## src/rtl/alu_arbiter.sv

```systemverilog
// Round-robin arbiter sharing one combinational ALU between two requesters.
// One operation in flight: IDLE accepts, EXEC lets the ALU settle, RESP holds the result.
module alu_arbiter #(
  parameter int XLEN  = 32,
  parameter int TAG_W = 4
) (
  input  logic             clk,
  input  logic             rst_n,
  input  logic             req0_valid,
  output logic             req0_ready,
  input  logic [XLEN-1:0]  req0_a,
  input  logic [XLEN-1:0]  req0_b,
  input  logic [6:0]       req0_opcode,
  input  logic [2:0]       req0_func3,
  input  logic [6:0]       req0_func7,
  input  logic [4:0]       req0_shamt,
  input  logic [TAG_W-1:0] req0_tag,
  input  logic             req1_valid,
  output logic             req1_ready,
  input  logic [XLEN-1:0]  req1_a,
  input  logic [XLEN-1:0]  req1_b,
  input  logic [6:0]       req1_opcode,
  input  logic [2:0]       req1_func3,
  input  logic [6:0]       req1_func7,
  input  logic [4:0]       req1_shamt,
  input  logic [TAG_W-1:0] req1_tag,
  output logic             rsp0_valid,
  input  logic             rsp0_ready,
  output logic [XLEN-1:0]  rsp0_q,
  output logic             rsp0_eq,
  output logic             rsp0_eqm,
  output logic             rsp0_eqm_u,
  output logic [TAG_W-1:0] rsp0_tag,
  output logic             rsp1_valid,
  input  logic             rsp1_ready,
  output logic [XLEN-1:0]  rsp1_q,
  output logic             rsp1_eq,
  output logic             rsp1_eqm,
  output logic             rsp1_eqm_u,
  output logic [TAG_W-1:0] rsp1_tag,
  output logic [XLEN-1:0]  alu_a,
  output logic [XLEN-1:0]  alu_b,
  output logic [6:0]       alu_opcode,
  output logic [2:0]       alu_func3,
  output logic [6:0]       alu_func7,
  output logic [4:0]       alu_shamt,
  input  logic [XLEN-1:0]  alu_q,
  input  logic             alu_eq,
  input  logic             alu_eqm,
  input  logic             alu_eqm_u
);

  typedef enum logic [1:0] {
    IDLE = 2'd0,
    EXEC = 2'd1,
    RESP = 2'd2
  } state_t;

  typedef struct packed {
    logic [XLEN-1:0]  a;
    logic [XLEN-1:0]  b;
    logic [6:0]       opcode;
    logic [2:0]       func3;
    logic [6:0]       func7;
    logic [4:0]       shamt;
    logic [TAG_W-1:0] tag;
  } req_t;

  state_t           state_reg, state_next;
  logic             rr_reg, rr_next;
  logic             owner_reg, owner_next;
  logic             grant;
  logic             load, capture, retire;
  logic [1:0]       req_valid, req_ready, rsp_ready;
  req_t [1:0]       req_pl;
  req_t             sel_pl;

  logic [XLEN-1:0]  alu_a_reg, alu_b_reg;
  logic [6:0]       alu_opcode_reg, alu_func7_reg;
  logic [2:0]       alu_func3_reg;
  logic [4:0]       alu_shamt_reg;
  logic [TAG_W-1:0] op_tag_reg;

  logic [1:0]                  rsp_valid_vec;
  logic [1:0][XLEN-1:0]        rsp_q_vec;
  logic [1:0][2:0]             rsp_flag_vec;
  logic [1:0][TAG_W-1:0]       rsp_tag_vec;

  assign req_valid = {req1_valid, req0_valid};
  assign rsp_ready = {rsp1_ready, rsp0_ready};
  assign req_pl[0] = {req0_a, req0_b, req0_opcode, req0_func3, req0_func7, req0_shamt, req0_tag};
  assign req_pl[1] = {req1_a, req1_b, req1_opcode, req1_func3, req1_func7, req1_shamt, req1_tag};

  // The rr pointer only breaks ties; a lone requester always wins.
  assign grant  = (&req_valid) ? rr_reg : req_valid[1];
  assign sel_pl = req_pl[grant];

  always_comb begin
    state_next = state_reg;
    rr_next    = rr_reg;
    owner_next = owner_reg;
    req_ready  = 2'b00;
    load       = 1'b0;
    capture    = 1'b0;
    retire     = 1'b0;
    case (state_reg)
      IDLE: begin
        if (|req_valid) begin
          req_ready[grant] = 1'b1;
          load             = 1'b1;
          owner_next       = grant;
          rr_next          = ~grant;
          state_next       = EXEC;
        end
      end
      EXEC: begin
        capture    = 1'b1;
        state_next = RESP;
      end
      RESP: begin
        if (rsp_ready[owner_reg]) begin
          retire     = 1'b1;
          state_next = IDLE;
        end
      end
      default: state_next = IDLE;
    endcase
  end

  always_ff @(posedge clk or negedge rst_n) begin
    if (!rst_n) begin
      state_reg      <= IDLE;
      rr_reg         <= 1'b0;
      owner_reg      <= 1'b0;
      alu_a_reg      <= '0;
      alu_b_reg      <= '0;
      alu_opcode_reg <= '0;
      alu_func3_reg  <= '0;
      alu_func7_reg  <= '0;
      alu_shamt_reg  <= '0;
      op_tag_reg     <= '0;
    end else begin
      state_reg <= state_next;
      rr_reg    <= rr_next;
      owner_reg <= owner_next;
      if (load) begin
        alu_a_reg      <= sel_pl.a;
        alu_b_reg      <= sel_pl.b;
        alu_opcode_reg <= sel_pl.opcode;
        alu_func3_reg  <= sel_pl.func3;
        alu_func7_reg  <= sel_pl.func7;
        alu_shamt_reg  <= sel_pl.shamt;
        op_tag_reg     <= sel_pl.tag;
      end
    end
  end

  // Per-requester response channel; only the owner's copy ever changes.
  genvar gi;
  generate
    for (gi = 0; gi < 2; gi++) begin : g_rsp
      localparam logic IDX = 1'(gi);
      logic             valid_reg;
      logic [XLEN-1:0]  q_reg;
      logic [2:0]       flag_reg;
      logic [TAG_W-1:0] rsp_tag_reg;
      logic             mine;

      assign mine = (owner_reg == IDX);

      always_ff @(posedge clk or negedge rst_n) begin
        if (!rst_n) begin
          valid_reg   <= 1'b0;
          q_reg       <= '0;
          flag_reg    <= '0;
          rsp_tag_reg <= '0;
        end else if (capture && mine) begin
          valid_reg   <= 1'b1;
          q_reg       <= alu_q;
          flag_reg    <= {alu_eq, alu_eqm, alu_eqm_u};
          rsp_tag_reg <= op_tag_reg;
        end else if (retire && mine) begin
          valid_reg <= 1'b0;
        end
      end

      assign rsp_valid_vec[gi] = valid_reg;
      assign rsp_q_vec[gi]     = q_reg;
      assign rsp_flag_vec[gi]  = flag_reg;
      assign rsp_tag_vec[gi]   = rsp_tag_reg;
    end
  endgenerate

  assign req0_ready = req_ready[0];
  assign req1_ready = req_ready[1];

  assign rsp0_valid = rsp_valid_vec[0];
  assign rsp0_q     = rsp_q_vec[0];
  assign rsp0_eq    = rsp_flag_vec[0][2];
  assign rsp0_eqm   = rsp_flag_vec[0][1];
  assign rsp0_eqm_u = rsp_flag_vec[0][0];
  assign rsp0_tag   = rsp_tag_vec[0];
  assign rsp1_valid = rsp_valid_vec[1];
  assign rsp1_q     = rsp_q_vec[1];
  assign rsp1_eq    = rsp_flag_vec[1][2];
  assign rsp1_eqm   = rsp_flag_vec[1][1];
  assign rsp1_eqm_u = rsp_flag_vec[1][0];
  assign rsp1_tag   = rsp_tag_vec[1];

  assign alu_a      = alu_a_reg;
  assign alu_b      = alu_b_reg;
  assign alu_opcode = alu_opcode_reg;
  assign alu_func3  = alu_func3_reg;
  assign alu_func7  = alu_func7_reg;
  assign alu_shamt  = alu_shamt_reg;

endmodule

```

## config.mk

```make
export PLATFORM = sky130hd
export DESIGN_NAME = alu_arbiter
export DESIGN_NICKNAME = d
export VERILOG_FILES = /design/src/rtl/alu_arbiter.sv
export SDC_FILE = /design/constraint.sdc
export NUM_CORES = 1
export LEC_CHECK = 0
export CAP_MARGIN = 30
export CORE_AREA = 2 2 149 151
export CTS_CLUSTER_DIAMETER = 80
export DETAILED_ROUTE_END_ITERATION = 8
export DIE_AREA = 0 0 151 153
export GPL_TIMING_DRIVEN = 0
export PLACE_DENSITY = 0.7
export RECOVER_POWER = 50
export SETUP_SLACK_MARGIN = 0.3
export SLEW_MARGIN = 20
export SYNTH_ARGS = -nofsm -noshare
export SYNTH_HDL_FRONTEND = slang
export SYNTH_SLANG_ARGS = --single-unit
```

## constraint.sdc

```tcl
create_clock -name clk -period 4.8 [get_ports clk]
set_clock_uncertainty 0.05 [all_clocks]
set_input_delay 0.96 -clock clk [delete_from_list [all_inputs] [get_ports clk]]
set_output_delay 0.96 -clock clk [all_outputs]
set_load 0.03 [all_outputs]
```

==> After elaboration in Yosys (flattened, before gate mapping) <==
Cells that the tools add are included.
{ "totals": {"regBits": 174, "latchBits": 0, "ramBits": 0, "rom_bits": 0, "inputBits": 221, "out_inout_bits": 168, "elab_cells": 60, "memories": 0} }
{ "op_classes": {"n_addsub": 0, "multipliers": 0, "n_div": 0, "n_lt_le_gt_ge": 3, "n_eq_ne": 4, "n_shift": 0, "n_mux": 21, "bitwise_logic": 2, "reduce_logical": 12} }
{ "ops": {"columns": ["cell", "count"], "rows": [
  ["90-bit 2-to-1 mux", 2],
  ["1-bit 2-to-1 mux", 13],
  ["2-bit 2-to-1 mux", 4],
  ["2-bit one-hot mux with 3 select lines", 1],
  ["2-bit AND reduction", 3],
  ["1-bit logical AND", 5],
  ["1-bit by 2-bit less-than comparator with 1-bit output (second input constant)", 2],
  ["2-bit != test (second input constant)", 2],
  ["2-bit nonzero test", 2],
  ["2-bit by 1-bit equality test with 1-bit output (second input constant)", 1],
  ["2-bit equality test (second input constant)", 1],
  ["2-bit zero test", 1],
  ["1-bit NOT", 2],
  ["2-bit OR reduction", 1],
  ["1-bit demux with 1-bit select", 1],
  ["1-bit >= comparator (second input constant)", 1]
]} }

==> Depth between registers and ports, before layout <==
Gate-level depths: netlist of the first run.
{ "logic_depth": {"depth_word": 8, "ltp_mapped": 5, "depth_no_buf": 3} }

==> Least setup slack after synthesis of the first run <==
No wires, ideal clock.
{ "synth_timing": {"path_type": "input to output", "startpoint": "input req0_valid", "endpoint": "output req0_ready", "arrival_time_ps": 2011, "t_required_ps": 3790, "setup_slack_ps": 1779, "cell_stages": 3, "n_path_buf": 1, "cell_sequence": "nand2b_1 > clkbuf_1 > a211oi_1"} }
{ "synth_via": {"elab_chain_cells": 8, "word_cells_on_any_way": 10, "cone_classes": "2 x order compare; 5 x mux; 3 x reduce/logical"} }
{ "synth_rtl": {"columns": ["element", "line_no", "source"], "rows": [
  ["start, declared", "9", "input logic req0_valid,"],
  ["2-bit AND reduction", "95", "assign grant = (&req_valid) ? rr_reg : req_valid[1];"],
  ["1-bit 2-to-1 mux", "95", null],
  ["1-bit by 2-bit less-than comparator with 1-bit output (not written as such) or 1-bit >= comparator (tied branches)", "109", "req_ready[grant] = 1'b1;"],
  ["1-bit logical AND (not written as such)", "109", null],
  ["1-bit 2-to-1 mux (not written as such)", "109", null],
  ["1-bit demux with 1-bit select", "109", null],
  ["2-bit 2-to-1 mux *", "108", "if (|req_valid) begin"],
  ["2-bit 2-to-1 mux *", "106", "case (state_reg)"],
  ["end, declared", "10", "output logic req0_ready,"]
]} }
Mark *: on every way between the ends. The rest lies on a longest branch, timed or not.

==> Final worst setup path of the first run <==
{ "layout_timing": {"startpoint": "input req1_valid", "endpoint": "output req1_ready"} }
{ "layout_via": {"elab_chain_cells": 8, "word_cells_on_any_way": 10, "cone_classes": "2 x order compare; 5 x mux; 3 x reduce/logical"} }
{ "layout_rtl": {"columns": ["element", "line_no", "source"], "rows": [
  ["start, declared", "18", "input logic req1_valid,"],
  ["2-bit AND reduction", "95", null],
  ["1-bit 2-to-1 mux", "95", null],
  ["1-bit by 2-bit less-than comparator with 1-bit output (not written as such) or 1-bit >= comparator (tied branches)", "109", null],
  ["1-bit logical AND (not written as such)", "109", null],
  ["1-bit 2-to-1 mux (not written as such)", "109", null],
  ["1-bit demux with 1-bit select", "109", null],
  ["2-bit 2-to-1 mux *", "108", null],
  ["2-bit 2-to-1 mux *", "106", null],
  ["end, declared", "19", "output logic req1_ready,"]
]} }
Marked as above.

==> results of run 1 <==
[layout make-up]
| class | count | area (sq um) | share of cell area |
|---|---|---|---|
| clock buffers | 17 | 425 | 0.0342 |
| multi-input cells | 462 | 2930 | 0.236 |
| clock inverters | 14 | 146 | 0.0118 |
| repair buffers | 390 | 3910 | 0.315 |
| inverters | 3 | 11.3 | 0.000906 |
| plain buffers | 76 | 297 | 0.0239 |
| flip-flops and latches | 174 | 4350 | 0.350 |
| well taps | 280 | 350 | 0.0282 |
[worst min-delay path by stage]
stage,endpoint,start,cells past startpoint,slack (ps)
global placement,rsp1_q[31]$_DFFE_PN0P_,rsp1_q[31]$_DFFE_PN0P_,1,440
finish,rsp1_q[21]$_DFFE_PN0P_,rsp1_q[21]$_DFFE_PN0P_,1,460
detailed placement,rsp1_q[19]$_DFFE_PN0P_,rsp1_q[19]$_DFFE_PN0P_,1,440
CTS,alu_b[15]$_DFFE_PN0P_,rst_n,1,460
global route,rsp1_q[12]$_DFFE_PN0P_,rsp1_q[12]$_DFFE_PN0P_,1,460
floorplan,rr_reg$_DFFE_PN0P_,rr_reg$_DFFE_PN0P_,1,430
[cell families (layout without fill, tap and decap cells)]
group                  after synthesis  count (layout)  synth area share
buffers and inverters               79             500            0.0435
AO/OA/AOI/OAI                      279             279             0.198
flip-flops                         174             174             0.569
multiplexers                        78              78             0.120
AND/OR/NAND/NOR                    105             105            0.0694
[routing by layer]
layer	GRT usage	wire length, um
met1	0.287	11100
met2	0.426	14400
met3	0.0672	2370
met4	0.0881	873
met5	0	0
[power by group through the flow]
stage | Combinational [mW] | Clock [mW] | Sequential (mW)
floorplan | 1.46 | 0 | 4.04
global placement | 5.05 | 0 | 2.66
detailed placement | 5.11 | 0 | 2.68
CTS | 5.12 | 1.38 | 2.66
global route | 5.33 | 1.45 | 2.75
finish | 5.03 | 1.35 | 2.66
[layout by cell type (no fill, tap or decap), types with 3 or more instances in the layout]
master,n
buf_2,9
nand2b_1,3
dfrtp_1,174
mux2_1,10
o21ai_0,93
clkdlybuf4s50_1,384
clkinvlp_4,3
a21oi_1,94
clkbuf_16,17
clkinv_4,3
nor2_1,4
clkbuf_1,67
a31oi_1,90
nand3_1,91
inv_8,5
dlygate4sd3_1,3
mux2_2,67
[per-stage QoR]
stage	setup WS, ps	utilization	area [sq um]	hold WS, ps	power [mW]
floorplan	1780	-	7650	428	5.50
CTS	665	0.581	12500	460	9.16
global placement	-4660	0.553	11900	436	7.70
global route	498	0.578	12400	461	9.54
finish	609	0.578	12400	455	9.03
detailed placement	679	0.555	11900	443	7.79
==> key figures, run 1 <==
Outcome
  – Status: complete, but fails checks
  – Violated checks: max-capacitance violations, max-slew violations

Timing
  – Slew Limit Headroom: -0.360
  – RSZ-0062 raised after global routing: no
  – Fmax achieved: 0.239 GHz
  – Max-slew violations: 78
  – Final worst path period share: 0.873
  – Final setup vio count: 0
  – Final Hold Vio Count: 0
  – Clock period minus worst slack: 4190 ps
  – TNS Setup: 0 ps
  – Worst-Margin Slew: 2040 ps

Finish
  – Finished Layout Cells: 1416
  – Filler instances: 1917
  – N_diodes: 0
  – Layout cell share with drive strength beyond 1: 0.0995
  – Area Overhead vs Synth: 62.5%
  – Fin nets: 1345

Clock network
  – CTS tree: done
  – Post-cts repair resize count: 0
  – Clk sinks: 174
  – Clock slew at reported path FFs: 80 ps
  – Clk Latency, worst-skew pair: 420 ps
  – H-tree depth: 4
  – Post-CTS Setup Repair Bufs: 0
  – Root buffer cell: clkbuf_16
  – Max Root-Sink Buffers: 2
  – CTS buffer count: 17
  – Cts hold-fix bufs: 0

Placement
  – DP HPWL: 21900 um
  – Routability Congestion: 0.863
  – Placed Instances: 1385
  – Number of port buffers: 388

Yosys
  – Top_reg_cell synth: dfrtp_1
  – Synth Instances: 715
  – Top cells by area, synth: dfrtp_1 57%, mux2_2 10%, a31oi_1 7.4%
  – Post-synth top area share: 0.569
  – Async set or reset register ratio after synthesis: 1.00
  – Most frequent cell after synthesis: dfrtp_1
  – Yosys cell types: 22
  – Post-Synthesis Cell Area: 0.00765 sq mm
  – Largest area contributor in the netlist: dfrtp_1
  – Top cells by instance count after synthesis: 174 x dfrtp_1, 94 x a21oi_1, 93 x o21ai_0, 91 x nand3_1, 90 x a31oi_1
  – Syn Area/Cell: 10.7 sq um
  – Post-synth EDFFs: 0
  – Syn_nets: 936
  – Synth Register Bits: 174
  – Synth warn: 0
  – Post-synthesis sequential area ratio: 0.569

Power and ir drop
  – Max rail drop VDD: 0.301 mV
  – Internal power: 5.03 mW
  – Clk pwr share: 0.149
  – Psw: 4.01 mW
  – Combinational power share: 0.557
  – Switching share of power: 0.444
  – Sequential fraction of design power: 0.294
  – Power per cell area: 727 mW/mm^2
  – Lkg Pwr: 4.80 nW

Setup path
  – Cell Chain, Critical Path: dlygate4sd3_1 > clkbuf_1 > nand3_1 > inv_1 > clkdlybuf4s50_1
  – WP data required: 3790 ps
  – CP max stage cell: clkdlybuf4s50_1
  – Largest stage delay, worst path: 700 ps
  – Bufs and invs on worst path: 4
  – CP Capture Type: primary output
  – Startpoint Class: input port
  – CP top delay family: buffers and inverters
  – Crit path kind: input port to primary output
  – Length in cells of the worst reg-to-reg path: 5
  – CP Launch Point: req1_valid
  – Critical Path Fanout Max: 10
  – CP Data Arrival Time: 3180 ps
  – Crit path depth: 5
  – R2R Setup Slk: 2400 ps
  – CP endpoint: req1_ready
  – Worst r2r src: state_reg[1]$_DFFE_PN0P_
  – Worst flop-to-flop path endpoint: rsp0_q[23]$_DFFE_PN0P_

Floorplanning
  – Die Wd: 151 um
  – Die area: 0.0231 sq mm
  – Starting Density: 0.356
  – Core ar.: 0.0215 sq mm
  – Ports: 389
  – Cell row count: 54
  – Die Y: 153 um

Global route
  – Vias in the first global route: 7679
  – Initial antenna violation count: 0
  – Total track usage: 0.245
  – First-pass GRT wire length: 43000 um
  – Global route overflow: 0
  – Pin count of the biggest net entering global routing: 98

Drt
  – DR pass1 iterations: 5
  – Initial DRC Count: 411
  – Number of nets with antenna violations after routing: 0
  – Overall routed net length: 28700 um
  – Vias per inst: 5.36
  – Vias: 7584
  – Wirelength per Cell: 20.3 um
  – Residual DRC count: 0

Job
  – Max_cap viols: 1

Hold path
  – Worst hold path class: flip-flop to flip-flop
Note: power is estimated with default switching activity, not from simulation.
==> run 2, diff against run 1 <==
Settings changed: CORE_AREA 2 2 149 151 to 2 2 152 154, CTS_BUF_LIST set to sky130_fd_sc_hd__clkbuf_8, DIE_AREA 0 0 151 153 to 0 0 154 156, PLACE_DENSITY 0.7 to 0.67.
==> run 2 against run 1 <==
Effect of this change:
- the run still ends with max-capacitance violations, max-slew violations left
- clock power down 21%
- largest cell class unchanged
- combinational power about the same
- highest routed layer unchanged
- count of clock-buffer cells in the layout unchanged
- sequential share of layout area up 0.53 points
- cell area down 1.5%
- critical path depth unchanged
- die area up 4.0%
- worst setup slack worse by 83 ps
- utilization down 3.1 points
- hold slack worse by 3.9 ps
- non-clock buffer count unchanged
==> key figures, run 2 (synthesis results as in run 1) <==
Outcome
  – Status: complete, but fails checks
  – Violated checks: max-capacitance violations, max-slew violations

Clock network
  – Clk sinks: 174
  – CTS buffer count: 17
  – Clk Latency, worst-skew pair: 450 ps
  – Max Root-Sink Buffers: 2
  – Post-CTS Setup Repair Bufs: 0
  – CTS tree: done
  – Post-cts repair resize count: 0
  – Clock slew at reported path FFs: 110 ps
  – Cts hold-fix bufs: 0
  – H-tree depth: 4
  – Root buffer cell: clkbuf_8

Timing
  – Slew Limit Headroom: -0.391
  – Clock period minus worst slack: 4270 ps
  – Final setup vio count: 0
  – Worst-Margin Slew: 2090 ps
  – Final Hold Vio Count: 0
  – Max-slew violations: 82
  – Final worst path period share: 0.890
  – RSZ-0062 raised after global routing: no
  – Crit path setup slack, layout: 526 ps
  – Fmax achieved: 0.234 GHz

Setup path
  – CP max stage cell: clkdlybuf4s50_1
  – Worst flop-to-flop path endpoint: rsp1_q[22]$_DFFE_PN0P_
  – Largest stage delay, worst path: 700 ps
  – Cell Chain, Critical Path: dlygate4sd3_1 > clkbuf_1 > nand3_1 > inv_1 > clkdlybuf4s50_1
  – Critical Path Fanout Max: 10
  – Worst r2r src: state_reg[1]$_DFFE_PN0P_
  – Crit path kind: input port to primary output
  – Startpoint Class: input port
  – CP Data Arrival Time: 3260 ps
  – R2R Setup Slk: 2430 ps
  – WP data required: 3790 ps
  – CP Capture Type: primary output
  – Length in cells of the worst reg-to-reg path: 5

Drt
  – Overall routed net length: 28400 um
  – DR pass1 iterations: 8
  – Vias: 7517
  – Initial DRC Count: 472
  – Vias per inst: 5.29
  – Residual DRC count: 0
  – Wirelength per Cell: 20.0 um
  – Number of nets with antenna violations after routing: 0

Hold path
  – Worst hold path class: flip-flop to flip-flop
  – Hold path endpoint: rsp1_q[21]$_DFFE_PN0P_
  – Hold Crit Start: rsp1_q[21]$_DFFE_PN0P_
  – WHS Path Cells: 1

Job
  – Max_cap viols: 1

Finish
  – Multi-input gate area: 0.00293 sq mm
  – Finished Layout Cells: 1422
  – Layout cell share with drive strength beyond 1: 0.101
  – Most frequent cells in the layout: 384 x clkdlybuf4s50_1, 174 x dfrtp_1, 94 x a21oi_1
  – Final core utilization: 0.547
  – Filler instances: 2056
  – Area Overhead vs Synth: 60.1%
  – Commonest non-fill, non-tap cell in the layout: clkdlybuf4s50_1
  – Storage element area: 0.00435 sq mm
  – N_diodes: 0
  – Fin nets: 1345

Placement
  – Number of port buffers: 388
  – Placed Instances: 1390
  – Pre-CTS setup slack: 593 ps
  – DP HPWL: 21300 um
  – Routability Congestion: 0.854

Global route
  – Global route overflow: 0
  – Initial antenna violation count: 0
  – First-pass GRT wire length: 43100 um
  – Total track usage: 0.234
  – Vias in the first global route: 7647
  – Pin count of the biggest net entering global routing: 95

Floorplanning
  – Die area: 0.0240 sq mm
  – Die Y: 156 um
  – Cell row count: 55
  – Core ar.: 0.0224 sq mm
  – Ports: 389
  – Starting Density: 0.342
  – Die Wd: 154 um

Power and ir drop
  – Lkg Pwr: 4.72 nW
  – Power per cell area: 712 mW/mm^2
  – Max rail drop VDD: 0.257 mV
  – Tot Pwr: 8.71 mW
## run 2: area by class of cell
class / count / area share
multi-input cells: 462 / 0.239
flip-flops and latches: 174 / 0.356
clock buffers: 17 / 0.0191
clock inverters: 15 / 0.0137
repair buffers: 390 / 0.318
plain buffers: 76 / 0.0242
inverters: 3 / 0.000920
well taps: 285 / 0.0291
## run 2: per-layer routing
| layer | track usage | vias up | share of wire |
|---|---|---|---|
| li1 | - | 3472 | - |
| met1 | 0.285 | 3649 | 0.40 |
| met2 | 0.403 | 353 | 0.49 |
| met3 | 0.0608 | 43 | 0.079 |
| met4 | 0.0797 | 0 | 0.027 |
| met5 | 0 | - | 0 |
## run 2: power by group
group / internal (mW) / switching (mW) / leakage [nW] / total, mW
clock network: 0.400 / 0.655 / 0.204 / 1.06
registers: 2.22 / 0.426 / 1.99 / 2.65
logic: 2.11 / 2.90 / 2.53 / 5.01
total: 4.73 / 3.99 / 4.72 / 8.71
## run 2: worst max-delay path, delay by kind of cell
family,cells,cell delay (ps)
buf+inv,4,2040
simple gates,1,250
## run 2: worst max-delay path by stage
stage	from	endpoint	slack, ps
floorplan	req0_valid	req0_ready	1780
global placement	rst_n	alu_a[17]$_DFFE_PN0P_	-4800
detailed placement	req1_valid	req1_ready	590
CTS	req1_valid	req1_ready	590
global route	req1_valid	req1_ready	430
finish	req1_valid	req1_ready	530
## run 2: metrics by stage
stage,setup TNS [ps],area (sq um),hold slack [ps]
5_1_grt,0,12200,478
4_1_cts,0,12300,426
6_report,0,12200,452
3_5_place_dp,0,11900,441
2_1_floorplan,0,7650,428
3_3_place_gp,-830580,11900,436
==> run 3, diff against run 2 <==
Settings changed: CORE_AREA 2 2 152 154 to 2 2 150 152, DIE_AREA 0 0 154 156 to 0 0 152 154, PLACE_DENSITY 0.67 to 0.69.
==> run 3 against run 2 <==
Effect of this change:
- die area down 2.6%
- critical path type unchanged
- highest routed layer is now met5
- largest power group unchanged
- register-to-register slack worse by 100 ps
- the flow still finishes with violations (max-capacitance violations, max-slew violations)
- critical path depth unchanged
- global-route usage up 0.24 points
- hold slack better by 5.5 ps
- sequential share of layout area about the same
- clock power about the same
==> key figures, run 3 (synthesis results as in run 1) <==
Clock network
  – CTS buffer count: 17
  – Clk Latency, worst-skew pair: 460 ps
  – Clock slew at reported path FFs: 110 ps
  – Max Root-Sink Buffers: 2
  – Post-cts repair resize count: 0
  – CTS tree: done
  – Root buffer cell: clkbuf_8
  – H-tree depth: 4
  – Clk sinks: 174
  – Post-CTS Setup Repair Bufs: 0
  – Cts hold-fix bufs: 0

Power and ir drop
  – Power per cell area: 710 mW/mm^2
  – Max rail drop VDD: 0.272 mV
  – Tot Pwr: 8.70 mW
  – Lkg Pwr: 4.72 nW

Global route
  – Global route overflow: 0
  – Vias in the first global route: 7601
  – Initial antenna violation count: 3
  – Total track usage: 0.236
  – First-pass GRT wire length: 43000 um
  – Pin count of the biggest net entering global routing: 93

Timing
  – Worst-Margin Slew: 2140 ps
  – Max-slew violations: 83
  – Final Hold Vio Count: 0
  – RSZ-0062 raised after global routing: no
  – Clock period minus worst slack: 4250 ps
  – Crit path setup slack, layout: 553 ps
  – Hold WS: 457 ps
  – Final worst path period share: 0.885
  – Final setup vio count: 0
  – Fmax achieved: 0.235 GHz
  – Slew Limit Headroom: -0.428

Floorplanning
  – Cell row count: 54
  – Starting Density: 0.353
  – Die Wd: 152 um
  – Die area: 0.0234 sq mm
  – Ports: 389
  – Die Y: 154 um
  – Core ar.: 0.0217 sq mm

Drt
  – Initial DRC Count: 442
  – Overall routed net length: 28500 um
  – DR top layer: met5
  – Wirelength per Cell: 20.1 um
  – DR pass1 iterations: 7
  – WL met1: 11400 um
  – Number of nets with antenna violations after routing: 0
  – Vias per inst: 5.27
  – Metal2 WL: 13900 um
  – Residual DRC count: 0
  – Met3 wire len: 2190 um
  – Vias: 7476

Setup path
  – CP Capture Type: primary output
  – Bufs and invs on worst path: 4
  – Critical Path Fanout Max: 10
  – WP data required: 3790 ps
  – Crit path kind: input port to primary output
  – CP Data Arrival Time: 3240 ps
  – CP top delay family: buffers and inverters
  – CP max stage cell: clkdlybuf4s50_1
  – Largest stage delay, worst path: 700 ps
  – Cell Chain, Critical Path: dlygate4sd3_1 > clkbuf_1 > nand3_1 > inv_1 > clkdlybuf4s50_1
  – Startpoint Class: input port

Hold path
  – Worst hold path class: flip-flop to flip-flop

Finish
  – Most frequent cells in the layout: 384 x clkdlybuf4s50_1, 174 x dfrtp_1, 94 x a21oi_1
  – Fin nets: 1345
  – Commonest non-fill, non-tap cell in the layout: clkdlybuf4s50_1
  – Layout cell share with drive strength beyond 1: 0.101
  – Area Overhead vs Synth: 60.2%

Outcome
  – Status: complete, but fails checks
  – Violated checks: max-capacitance violations, max-slew violations

Placement
  – Pre-CTS setup slack: 655 ps
  – Routability Congestion: 0.867
  – Number of port buffers: 388
  – DP HPWL: 21200 um

Job
  – Max_cap viols: 1
-- run 3: cell types whose count changed in the layout (fill, tap and decap cells not counted), sizes merged --
cell,delta
buf,+1
inv,-1
clkinv,-3
clkinvlp,+3
diode,+2
-- run 3: power by group --
group	internal, mW	switching (mW)
sequential	2.22	0.416
clock	0.403	0.623
combinational	2.11	2.93
total	4.73	3.97
-- run 3: stage by stage --
step / util / area (sq um) / setup TNS [ps] / std cells
final: 0.565 / 12300 / 0 / 1419
after global routing: 0.565 / 12300 / 0 / 1419
after CTS: 0.568 / 12300 / 0 / 1417
after detailed placement: 0.550 / 11900 / 0 / 1385
after global placement: 0.548 / 11900 / -828890 / 1383
after floorplan: - / 7650 / 0 / 715
-- run 3: worst paths after layout --
path                                          startpoint                  endpoint  slack [ps]  cells after the start
min in group asynchronous                          rst_n    rsp0_q[20]$_DFFE_PN0P_        1060                      1
worst max register to register  state_reg[1]$_DFFE_PN0P_    rsp0_q[21]$_DFFE_PN0P_        2330                      5
worst min register to register    rsp1_q[23]$_DFFE_PN0P_    rsp1_q[23]$_DFFE_PN0P_         460                      1
worst max-delay path                          req1_valid                req1_ready         550                      5
worst min-delay path              rsp1_q[23]$_DFFE_PN0P_    rsp1_q[23]$_DFFE_PN0P_         460                      1
max in group asynchronous                          rst_n  alu_func7[1]$_DFFE_PN0P_        2330                      2
-- run 3: layout make-up --
class,count,area [sq um]
fillers,1921,9440
flip-flops and latches,174,4350
repair buffers,390,3910
multi-input cells,462,2930
well taps,280,350
plain buffers,76,297
clock buffers,18,248
clock inverters,14,146
inverters,3,11.3
diodes,2,5.00
-- run 3: worst reg2reg max path: stages (launching register included) --
cell      delay [ps]
dfrtp_1          450
nand2b_1         190
nor2_1           170
clkbuf_1         560
clkbuf_1         530
mux2_2           400
-- run 3: per-layer routing --
metal / track usage / up-vias
li1: - / 3477
met1: 0.283 / 3566
met2: 0.402 / 371
met3: 0.0637 / 60
met4: 0.100 / 2
met5: 0 / -
